File: src/rtl/nand_test_pkg.sv
// Shared types and constants for the NAND cell self-test sequencer.
package nand_test_pkg;

  localparam int VEC_W = 2;

  // Indexed by vec = {a,b}: expected ~(a&b) for 00,01,10,11.
  localparam logic [3:0] NAND_TT = 4'b0111;

  typedef enum logic [1:0] {
    IDLE   = 2'd0,
    DRIVE  = 2'd1,
    SAMPLE = 2'd2,
    FIN    = 2'd3
  } state_t;

endpackage

File: src/rtl/nand_selftest_seq_settle_timer.sv
// Dwell timer: load arms COUNT cycles, expire is high in the last of them.
// No handshake; load has priority over counting.
module settle_timer #(
  parameter int COUNT = 2
) (
  input  logic clk,
  input  logic rst,
  input  logic load,
  output logic expire
);

  localparam int W = (COUNT > 1) ? $clog2(COUNT) : 1;
  localparam logic [W-1:0] LOAD_VAL = W'(COUNT - 1);

  logic [W-1:0] cnt_q, cnt_d;

  always_comb begin
    cnt_d = cnt_q;
    if (load) begin
      cnt_d = LOAD_VAL;
    end else if (cnt_q != '0) begin
      cnt_d = cnt_q - W'(1);
    end
  end

  always_ff @(posedge clk) begin
    if (rst) begin
      cnt_q <= '0;
    end else begin
      cnt_q <= cnt_d;
    end
  end

  assign expire = (cnt_q == '0);

endmodule

File: src/rtl/nand_selftest_seq.sv
// Truth-table sweep of a 2-input NAND cell with settle dwell and error tracking.
// start->done latency is 1 + 4*ITERATIONS*(SETTLE_CYCLES+1) cycles; start ignored while running.
module nand_selftest_seq
  import nand_test_pkg::*;
#(
  parameter int SETTLE_CYCLES = 2,
  parameter int ITERATIONS    = 1,
  parameter int ERR_W         = 8
) (
  input  logic             clk,
  input  logic             rst,
  input  logic             start,
  output logic             dut_a,
  output logic             dut_b,
  input  logic             dut_out,
  output logic             busy,
  output logic             done,
  output logic             pass,
  output logic [ERR_W-1:0] err_count,
  output logic             fail_valid,
  output logic [VEC_W-1:0] first_fail_vec
);

  localparam int SW_W = (ITERATIONS > 1) ? $clog2(ITERATIONS) : 1;
  localparam logic [SW_W-1:0] LAST_SWEEP = SW_W'(ITERATIONS - 1);
  localparam logic [ERR_W-1:0] ERR_MAX = {ERR_W{1'b1}};
  localparam logic [VEC_W-1:0] VEC_LAST = {VEC_W{1'b1}};

  state_t           state_q, state_d;
  logic [VEC_W-1:0] vec_q, vec_d;
  logic [SW_W-1:0]  sweep_q, sweep_d;
  logic [ERR_W-1:0] err_q, err_d;
  logic             fail_q, fail_d;
  logic [VEC_W-1:0] ffv_q, ffv_d;
  logic             pass_q, pass_d;
  logic             timer_load;
  logic             timer_expire;
  logic             mismatch;

  settle_timer #(
    .COUNT (SETTLE_CYCLES)
  ) u_settle (
    .clk    (clk),
    .rst    (rst),
    .load   (timer_load),
    .expire (timer_expire)
  );

  // Case inequality so an undriven or unknown cell output is a failure.
  assign mismatch = (dut_out !== NAND_TT[vec_q]);

  always_comb begin
    state_d    = state_q;
    vec_d      = vec_q;
    sweep_d    = sweep_q;
    err_d      = err_q;
    fail_d     = fail_q;
    ffv_d      = ffv_q;
    pass_d     = pass_q;
    timer_load = 1'b0;
    case (state_q)
      IDLE: begin
        if (start) begin
          err_d      = '0;
          fail_d     = 1'b0;
          ffv_d      = '0;
          pass_d     = 1'b0;
          vec_d      = '0;
          sweep_d    = '0;
          timer_load = 1'b1;
          state_d    = DRIVE;
        end
      end
      DRIVE: begin
        if (timer_expire) begin
          state_d = SAMPLE;
        end
      end
      SAMPLE: begin
        if (mismatch) begin
          if (err_q != ERR_MAX) begin
            err_d = err_q + ERR_W'(1);
          end
          if (!fail_q) begin
            fail_d = 1'b1;
            ffv_d  = vec_q;
          end
        end
        if ((vec_q == VEC_LAST) && (sweep_q == LAST_SWEEP)) begin
          // err_d already includes this final comparison.
          pass_d  = (err_d == '0);
          state_d = FIN;
        end else begin
          if (vec_q == VEC_LAST) begin
            sweep_d = sweep_q + SW_W'(1);
          end
          vec_d      = vec_q + VEC_W'(1);
          timer_load = 1'b1;
          state_d    = DRIVE;
        end
      end
      FIN: begin
        state_d = IDLE;
      end
      default: begin
        state_d = IDLE;
      end
    endcase
  end

  always_ff @(posedge clk) begin
    if (rst) begin
      state_q <= IDLE;
      vec_q   <= '0;
      sweep_q <= '0;
      err_q   <= '0;
      fail_q  <= 1'b0;
      ffv_q   <= '0;
      pass_q  <= 1'b0;
    end else begin
      state_q <= state_d;
      vec_q   <= vec_d;
      sweep_q <= sweep_d;
      err_q   <= err_d;
      fail_q  <= fail_d;
      ffv_q   <= ffv_d;
      pass_q  <= pass_d;
    end
  end

  assign busy           = (state_q == DRIVE) || (state_q == SAMPLE);
  assign done           = (state_q == FIN);
  assign dut_a          = busy & vec_q[1];
  assign dut_b          = busy & vec_q[0];
  assign pass           = pass_q;
  assign err_count      = err_q;
  assign fail_valid     = fail_q;
  assign first_fail_vec = ffv_q;

endmodule

File: config.mk
export PLATFORM = sky130hd
export DESIGN_NAME = nand_selftest_seq
export DESIGN_NICKNAME = d
export VERILOG_FILES = /design/src/rtl/nand_test_pkg.sv /design/src/rtl/nand_selftest_seq_settle_timer.sv /design/src/rtl/nand_selftest_seq.sv
export SDC_FILE = /design/constraint.sdc
export NUM_CORES = 1
export LEC_CHECK = 0
export ABC_AREA = 1
export BUFFER_PORTS_ARGS = -buffer_cell sky130_fd_sc_hd__buf_4
export CAP_MARGIN = 10
export CORE_ASPECT_RATIO = 1.5
export CORE_MARGIN = 5
export CORE_UTILIZATION = 30
export DETAILED_ROUTE_END_ITERATION = 8
export PLACE_DENSITY = 0.49
export SLEW_MARGIN = 10
export SYNTH_ARGS = -nofsm -noshare
export SYNTH_HDL_FRONTEND = slang
export SYNTH_SLANG_ARGS = --single-unit
File: constraint.sdc
create_clock -name clk -period 2.3 [get_ports clk]
set_input_delay 0.46 -clock clk [delete_from_list [all_inputs] [get_ports clk]]
set_output_delay 0.46 -clock clk [all_outputs]
set_load 0.02 [all_outputs]
==> results of run 1 <==
[layout make-up]
type | count | share of cell area [%]
clock buffers | 3 | 2.99
multi-input cells | 133 | 50.5
well taps | 43 | 3.89
repair buffers | 20 | 10.9
inverters | 21 | 5.70
flip-flops and latches | 18 | 26.1
[synthesized netlist by cell type (all sizes together)]
cell type	n
a21oi	17
or2	1
nor3	3
o21ai	5
nand2	58
inv	21
nand4	4
ha	7
o21bai	1
a31oi	1
nor2	15
nand3	20
dfxtp	18
clkbuf	3
a211oi	1
[cell families (layout without fill, tap and decap cells)]
logic type	after synthesis	after routing	share of synthesized area, %
buffers and inverters	24	44	7.84
flip-flops	18	18	31.4
adder cells (fa/ha/maj)	7	7	7.62
AO/OA/AOI/OAI	25	25	12.4
AND/OR/NAND/NOR	101	101	40.7
[power breakdown]
part | internal (mW) | total [mW] | switching, mW
Combinational | 0.0675 | 0.205 | 0.138
Sequential | 0.326 | 0.338 | 0.0123
Clock | 0.116 | 0.220 | 0.104
Total | 0.510 | 0.763 | 0.254
[routing by layer]
layer / up-vias / global-route usage, %
met3: 4 / 2.56
met5: - / 0
met4: 0 / 6.71
met2: 23 / 20.5
li1: 611 / -
met1: 513 / 13.8
[final timing paths]
check / to / slack, ps / cells after the start
setup reg to reg: first_fail_vec[0] / 580 / 8
hold / removal: first_fail_vec[1] / 460 / 2
hold reg to reg: first_fail_vec[1] / 460 / 2
setup / recovery: dut_a / 510 / 5
[per-stage QoR]
| stage | hold WS, ps | util, % |
|---|---|---|
| after floorplan | 444 | - |
| after global placement | 456 | 36.4 |
| after detailed placement | 457 | 36.4 |
| after CTS | 468 | 37.5 |
| after global routing | 491 | 37.5 |
| final | 464 | 37.5 |
[worst max-delay path, cell delays in order (launching register included)]
cell,delay [ps]
dfxtp_1,390
inv_1,110
ha_1,320
nand2_1,80
inv_1,40
buf_4,140
[sequential cells by signal, summed over array words and instances (netlist names)]
| name | count |
|---|---|
| first_fail_vec | 2 |
| err_count | 8 |
| vec_q | 2 |
| fail_valid | 1 |
| pass | 1 |
| sweep_q | 1 |
| state_q | 2 |
| u_settle.cnt_q | 1 |
==> impl_metrics.env, run 1 <==
export IMPL_outcome="finished clean"
export IMPL_dp_hpwl_microns=2230
export IMPL_dpl_cell_area_sq_mm=0.00134
export IMPL_gp_congestion=0.856
export IMPL_tns_ps=0
export IMPL_vdd_drop_max_v=0.000332
export IMPL_io_buffers=19
export IMPL_synth_top_cell_area_share_pct=31.4
export IMPL_slew_headroom_pct=76.4
export IMPL_route_met2_wl_microns=1430
export IMPL_io_pins=20
export IMPL_grt_pass1_wl_microns=4930
export IMPL_wl_per_cell_microns=11.8
export IMPL_wl_met3_microns=136
export IMPL_cts_resized=0
export IMPL_drcViolationCount=0
export IMPL_route_vias_total=1151
export IMPL_nets=208
export IMPL_ys_types=22
export IMPL_cts_buffers=3
export IMPL_first_iter_violations=18
export IMPL_cts_hold_buffers=0
export IMPL_drv_slew=0
export IMPL_hold_path_class="flip-flop to flip-flop"
export IMPL_overflow=0
export IMPL_routed_top_layer="met4"
export IMPL_track_usage_pct=12.2
export IMPL_grt_pass1_vias=1165
export IMPL_critPathMaxFanout=4
export IMPL_worstSetupPathType="flip-flop to output pin"
export IMPL_dp_cells=235
export IMPL_fmax_mhz=559
export IMPL_clock_skew_ps=3.57
export IMPL_final_common_cell="nand2_1"
export IMPL_viasPerCell=4.84
export IMPL_fin_crit_ps=1790
export IMPL_cts_tree="done"
export IMPL_placementRows=27
export IMPL_cts_buffer_depth=2
export IMPL_die_area_sq_mm=0.00519
export IMPL_rsz0062_at_grt="false"
export IMPL_syn_num_nets=186
export IMPL_fillers=408
export IMPL_root_buffer="clkbuf_8"
export IMPL_setup_violations=0
export IMPL_antenna_found_initial=0
export IMPL_r2r_start="state_q[1]"
export IMPL_p_leak_nw=0.609
export IMPL_start_util_pct=31.2
export IMPL_ys_top_cells_by_area="dfxtp_1, nand2_1, nand3_1, ha_1, a21oi_1"
export IMPL_met1Wirelength_microns=1200
export IMPL_hold_violations=0
export IMPL_first_pass_iters=5
export IMPL_grt_max_degree=19
export IMPL_postCtsSetupRepairBufs=0
export IMPL_fp_dieH_microns=85.8
export IMPL_setup_slack_ps=512
export IMPL_critPathLaunchType="flip-flop"
export IMPL_end_kind="output pin"
export IMPL_final_cell_mix="nand2_1, nand3_1, buf_4, inv_1, dfxtp_1"
export IMPL_area_delta_synth_final_pct=20.4
export IMPL_hold_path_startpoint="first_fail_vec[1]"
export IMPL_ctsHtreeMaxLevel=1
export IMPL_finalPower_mw=0.763
export IMPL_tightestPinTransition_ps=350
export IMPL_antenna_left=0
export IMPL_startpoint="state_q[1]"
export IMPL_synthCells=175
export IMPL_seq_area_sq_um=360
export IMPL_die_w_microns=60.5
export IMPL_n_antenna_cell=0
export IMPL_yosysTopAreaCell="dfxtp_1"
export IMPL_netlist_area_sq_mm=0.00115
export IMPL_cap_viol_max_count=0
export IMPL_synth_seq_area_share_pct=31.4
export IMPL_clk_pin_slew_ps=70
export IMPL_core_area_sq_mm=0.00368
export IMPL_syn_avg_cell_area_sq_um=6.56
export IMPL_multi_input_area_sq_um=698
export IMPL_dp_slack_ps=615
export IMPL_post_route_period_util_pct=77.7
export IMPL_cp_required_ps=1840
export IMPL_layout_cells_non_filler=238
export IMPL_clock_latency_ps=250
export IMPL_synth_seq_cells=18
export IMPL_cts_sinks=18
export IMPL_routed_wirelength_microns=2810
export IMPL_fin_area_sq_mm=0.00138
export IMPL_drive_above_1_share_pct=19.0
export IMPL_yosys_warnings=0
export IMPL_p_per_area_mw_per_mm2=552
export IMPL_crit_arrival_ps=1330
(Power assumes the default switching activity.)
==> inputs of run 2 (changes only) <==
--- a/config.mk
+++ b/config.mk
@@ -12,7 +12,7 @@
 export CORE_MARGIN = 5
 export CORE_UTILIZATION = 30
 export DETAILED_ROUTE_END_ITERATION = 8
-export PLACE_DENSITY = 0.49
+export PLACE_DENSITY = 0.51
 export SLEW_MARGIN = 10
 export SYNTH_ARGS = -nofsm -noshare
 export SYNTH_HDL_FRONTEND = slang
==> constraint.sdc (replaced) <==
create_clock -name clk -period 1.6 [get_ports clk]
set_input_delay 0.32 -clock clk [delete_from_list [all_inputs] [get_ports clk]]
set_output_delay 0.32 -clock clk [all_outputs]
set_load 0.02 [all_outputs]
==> run 2 against run 1 <==
Sequential share of layout area is 2.2 points lower. Via count increased by 6.4%. Power up 63%. Clock power increased by 73%. Critical path depth is the same. Setup slack worse by 400 ps. Wire length up 9.0%. Non-clock buffer count is 10 higher. Combinational power up 82%. Cell count is 4.6% higher. Worst hold slack worse by 100 ps. Sequential power grew 44%.
==> impl_metrics.env, run 2 (synthesized netlist as in run 1, its figures left out) <==
export IMPL_tns_ps=0
export IMPL_end_kind="output pin"
export IMPL_largest_reg_flops=8
export IMPL_clk_pin_slew_ps=70
export IMPL_wl_per_cell_microns=12.3
export IMPL_io_buffers=19
export IMPL_cts_buffer_depth=2
export IMPL_hold_path_class="primary input to flip-flop"
export IMPL_drive_above_1_share_pct=31.6
export IMPL_area_delta_synth_final_pct=35.1
export IMPL_dp_hpwl_microns=2360
export IMPL_drcViolationCount=0
export IMPL_holdWs_ps=364
export IMPL_routed_wirelength_microns=3070
export IMPL_overflow=0
export IMPL_post_route_period_util_pct=93.0
export IMPL_first_pass_iters=4
export IMPL_n_antenna_cell=0
export IMPL_nets=218
export IMPL_track_usage_pct=12.9
export IMPL_p_leak_nw=0.662
export IMPL_grt_pass1_wl_microns=5250
export IMPL_antenna_found_initial=0
export IMPL_fin_crit_ps=1490
export IMPL_io_pins=20
export IMPL_root_buffer="clkbuf_8"
export IMPL_cap_viol_max_count=0
export IMPL_outcome="finished clean"
export IMPL_dp_cells=243
export IMPL_slew_headroom_pct=77.8
export IMPL_core_area_sq_mm=0.00368
export IMPL_gp_congestion=0.802
export IMPL_final_cell_mix="nand2_1, buf_4, nand3_1, inv_1, a21oi_1"
export IMPL_final_common_cell="nand2_1"
export IMPL_clock_latency_ps=260
export IMPL_dpl_cell_area_sq_mm=0.00140
export IMPL_ctsHtreeMaxLevel=1
export IMPL_cp_required_ps=1280
export IMPL_hold_violations=0
export IMPL_cts_sinks=18
export IMPL_p_per_area_mw_per_mm2=800
export IMPL_grt_pass1_vias=1230
export IMPL_placementRows=27
export IMPL_route_vias_total=1225
export IMPL_drv_slew=0
export IMPL_layout_cells_non_filler=249
export IMPL_die_area_sq_mm=0.00519
export IMPL_start_util_pct=31.2
export IMPL_grt_max_degree=19
export IMPL_worstSetupPathType="flip-flop to output pin"
export IMPL_clock_skew_ps=2.82
export IMPL_tightestPinTransition_ps=330
export IMPL_fp_dieH_microns=85.8
export IMPL_cts_buffers=3
export IMPL_first_iter_violations=27
export IMPL_fmax_mhz=672
export IMPL_setup_violations=0
export IMPL_antenna_left=0
export IMPL_viasPerCell=4.92
export IMPL_cts_tree="done"
export IMPL_critPathLaunchType="flip-flop"
export IMPL_vdd_drop_max_v=0.000490
export IMPL_die_w_microns=60.5
export IMPL_critPathMaxFanout=4
export IMPL_fin_area_sq_mm=0.00155
export IMPL_r2r_slack_ps=120
export IMPL_crit_arrival_ps=1170
run 2: cell types whose count changed in the layout (fill, tap and decap cells not counted), moves of 3 or more:
cell     previous run  this run
ha_4                0         3
ha_1                7         4
inv_1              19        16
buf_4              20        30
dfxtp_2             0         5
dfxtp_1            18        12
run 2: stage by stage:
step | utilization [%] | worst slack (ps) | power [mW]
CTS | 40.1 | 9.15 | 1.23
global placement | 38.1 | -30.4 | 0.813
floorplan | - | 19.1 | 0.705
global route | 42.1 | -2.01 | 1.32
finish | 42.1 | 112 | 1.24
detailed placement | 38.1 | -50.6 | 0.812
run 2: layout make-up:
cell class	count	area, sq um
Clock buffer	4	55.1
Tap cell	43	53.8
Multi-Input combinational cell	133	764
Inverter	21	82.6
Sequential cell	18	370
Timing Repair Buffer	30	225
Fill cell	395	2130
run 2: what timing repair did:
action / 4_1_cts / 5_1_grt
gates resized for setup: 3 / 20
setup endpoints to repair: 4 / 13
pin swaps: 1 / 1
buffers inserted: 1 / 1
hold buffers: 0 / 0
run 2: critical path: stages, from the launching register on:
cell,delay [ps]
dfxtp_1,350
inv_2,70
ha_4,270
nand2_1,50
inv_1,50
buf_4,130
run 2: layer usage:
layer  GRT usage, %  vias up  wire (microns)
li1               -      626               -
met1           13.5      565            1220
met2           22.5       23            1610
met3           2.56       11             110
met4           8.48        0             119
met5              0        -               0
run 2: report_power, final:
| part | internal (mW) | switching (mW) |
|---|---|---|
| Combinational | 0.151 | 0.223 |
| Sequential | 0.471 | 0.0166 |
| Clock | 0.219 | 0.161 |
| Total | 0.840 | 0.401 |
run 2: final timing paths:
path	cells past startpoint	from	end
max	5	state_q[0]	dut_b
min reg2reg	2	first_fail_vec[0]	first_fail_vec[0]
max reg2reg	8	state_q[0]	sweep_q
min	2	rst	pass
==> inputs of run 3 (changes only) <==
--- a/config.mk
+++ b/config.mk
@@ -11,8 +11,9 @@
 export CORE_ASPECT_RATIO = 1.5
 export CORE_MARGIN = 5
 export CORE_UTILIZATION = 30
+export CTS_CLUSTER_DIAMETER = 150
 export DETAILED_ROUTE_END_ITERATION = 8
-export PLACE_DENSITY = 0.51
+export PLACE_DENSITY = 0.52
 export SLEW_MARGIN = 10
 export SYNTH_ARGS = -nofsm -noshare
 export SYNTH_HDL_FRONTEND = slang
==> run 3 against run 2 <==
Worst hold slack better by 11 ps. Flip-flop and latch count stayed put. Wire length is 4.1% lower. Maximum frequency is 1.5% lower. Via count is 0.73% lower. Sequential share of layout area hardly changed. Non-clock buffer count is 1 higher. Clock power is 19% lower. Die area stayed put. Setup slack worse by 23 ps. Final area is 0.32% lower. Cell count stayed put.
==> impl_metrics.env, run 3 (synthesized netlist as in run 1, its figures left out) <==
export IMPL_outcome="finished clean"
export IMPL_cap_viol_max_count=0
export IMPL_tightestPinTransition_ps=351
export IMPL_drcViolationCount=0
export IMPL_grt_max_degree=19
export IMPL_placementRows=27
export IMPL_hold_violations=0
export IMPL_worstHoldEndpoint="pass"
export IMPL_setup_violations=0
export IMPL_fin_crit_ps=1510
export IMPL_cp_required_ps=1740
export IMPL_finalPower_mw=1.16
export IMPL_p_comb_share_pct=30.8
export IMPL_worstSetupPathType="flip-flop to flip-flop"
export IMPL_first_pass_iters=4
export IMPL_cts_sinks=18
export IMPL_area_delta_synth_final_pct=34.6
export IMPL_n_antenna_cell=0
export IMPL_fin_area_sq_mm=0.00155
export IMPL_p_int_mw=0.783
export IMPL_hold_path_cell_count=2
export IMPL_ctsHtreeMaxLevel=1
export IMPL_power_switching_mw=0.374
export IMPL_critPathMaxFanout=5
export IMPL_die_area_sq_mm=0.00519
export IMPL_critical_path_max_stage_delay_ps=350
export IMPL_p_per_area_mw_per_mm2=748
export IMPL_tns_ps=0
export IMPL_crit_chain="buf_4 -> inv_1 -> nor2_1 -> nand3_2 -> buf_4 -> nor2_1 -> nor2_1 -> nand2_1 -> nor2_1 -> nand2_1 -> a21oi_2"
export IMPL_end_kind="flip-flop"
export IMPL_rsz0062_at_grt="true"
export IMPL_final_common_cell="nand2_1"
export IMPL_hold_path_startpoint="rst"
export IMPL_antenna_left=0
export IMPL_p_leak_nw=0.662
export IMPL_holdWs_ps=375
export IMPL_slew_headroom_pct=76.4
export IMPL_grt_pass1_vias=1195
export IMPL_io_pins=20
export IMPL_cts_buffer_depth=2
export IMPL_antenna_found_initial=0
export IMPL_crit_slowest_cell="dfxtp_2"
export IMPL_r2r_slack_ps=90
export IMPL_pwr_share_seq_pct=42.6
export IMPL_final_cell_mix="nand2_1, buf_4, nand3_1, inv_1, a21oi_1"
export IMPL_fmax_mhz=662
export IMPL_reg2reg_depth=11
export IMPL_cts_buffers=3
export IMPL_clock_skew_ps=4.04
export IMPL_largest_reg_flops=8
export IMPL_crit_arrival_ps=1650
export IMPL_clk_pin_slew_ps=70
export IMPL_nets=219
export IMPL_r2r_start="err_count[0]"
export IMPL_start_util_pct=31.2
export IMPL_dp_cells=244
export IMPL_root_buffer="clkbuf_8"
export IMPL_vdd_drop_max_v=0.000613
export IMPL_cpMostUsedCell="nor2_1"
export IMPL_p_clk_share_pct=26.6
export IMPL_dpl_cell_area_sq_mm=0.00141
export IMPL_fp_dieH_microns=85.8
export IMPL_track_usage_pct=12.0
export IMPL_drive_above_1_share_pct=31.6
export IMPL_routed_wirelength_microns=2940
export IMPL_first_iter_violations=48
export IMPL_cts_hold_buffers=0
export IMPL_layout_cells_non_filler=249
export IMPL_dp_slack_ps=-0.544
export IMPL_dp_hpwl_microns=2300
export IMPL_cts_tree="done"
export IMPL_gp_congestion=0.862
export IMPL_grt_pass1_wl_microns=4870
export IMPL_io_buffers=19
export IMPL_die_w_microns=60.5
export IMPL_switching_share_pct=32.3
export IMPL_wl_per_cell_microns=11.8
export IMPL_r2r_end="pass"
export IMPL_post_route_period_util_pct=94.5
export IMPL_critPathLaunchType="flip-flop"
export IMPL_overflow=0
export IMPL_clock_latency_ps=250
export IMPL_viasPerCell=4.88
export IMPL_postLayoutCoreUtil_pct=42.0
export IMPL_core_area_sq_mm=0.00368
export IMPL_setup_slack_ps=88.6
export IMPL_drv_slew=0
export IMPL_route_vias_total=1216
export IMPL_hold_path_class="primary input to flip-flop"
-- run 3: layer usage --
| layer | up-vias | wire, microns | global-route usage [%] |
|---|---|---|---|
| li1 | 635 | - | - |
| met1 | 546 | 1160 | 12.6 |
| met5 | - | 0 | 0 |
| met2 | 29 | 1580 | 21.4 |
| met3 | 6 | 142 | 2.11 |
| met4 | 0 | 59 | 7.30 |
-- run 3: cell type report --
type	instances	area (sq um)
clock buffer	3	41.3
fill	391	2140
inverter	21	85.1
multi-input combinational	133	764
sequential	18	369
tap	43	53.8
timing repair buffer	31	233
-- run 3: what timing repair did --
item / in CTS / in global routing
setup buffers: 0 / 2
setup endpoints to repair: 3 / 16
pin swaps: 0 / 5
resized for setup: 3 / 20
-- run 3: power by group through the flow --
stage               Clock, mW  Combinational, mW  Sequential (mW)
floorplan                   0              0.209            0.496
global placement            0              0.324            0.492
detailed placement          0              0.326            0.493
CTS                     0.323              0.348            0.485
global route            0.343              0.404            0.496
finish                  0.307              0.357            0.493
-- run 3: critical path: cells and delay by family, from the launching register on --
kind / cells / cell delay, ps
flops: 1 / 350
simple gates: 7 / 680
compound gates: 1 / 50
buf+inv: 3 / 320
-- run 3: worst max path at each step --
stage	end	start	slack (ps)	cells after the start
after detailed placement	pass	vec_q[0]	-0.5	11
after CTS	dut_a	state_q[1]	20	5
after global routing	pass	vec_q[0]	-20	12
after global placement	pass	vec_q[0]	20	11
after floorplan	pass	err_count[1]	20	11
final	pass	err_count[0]	90	11
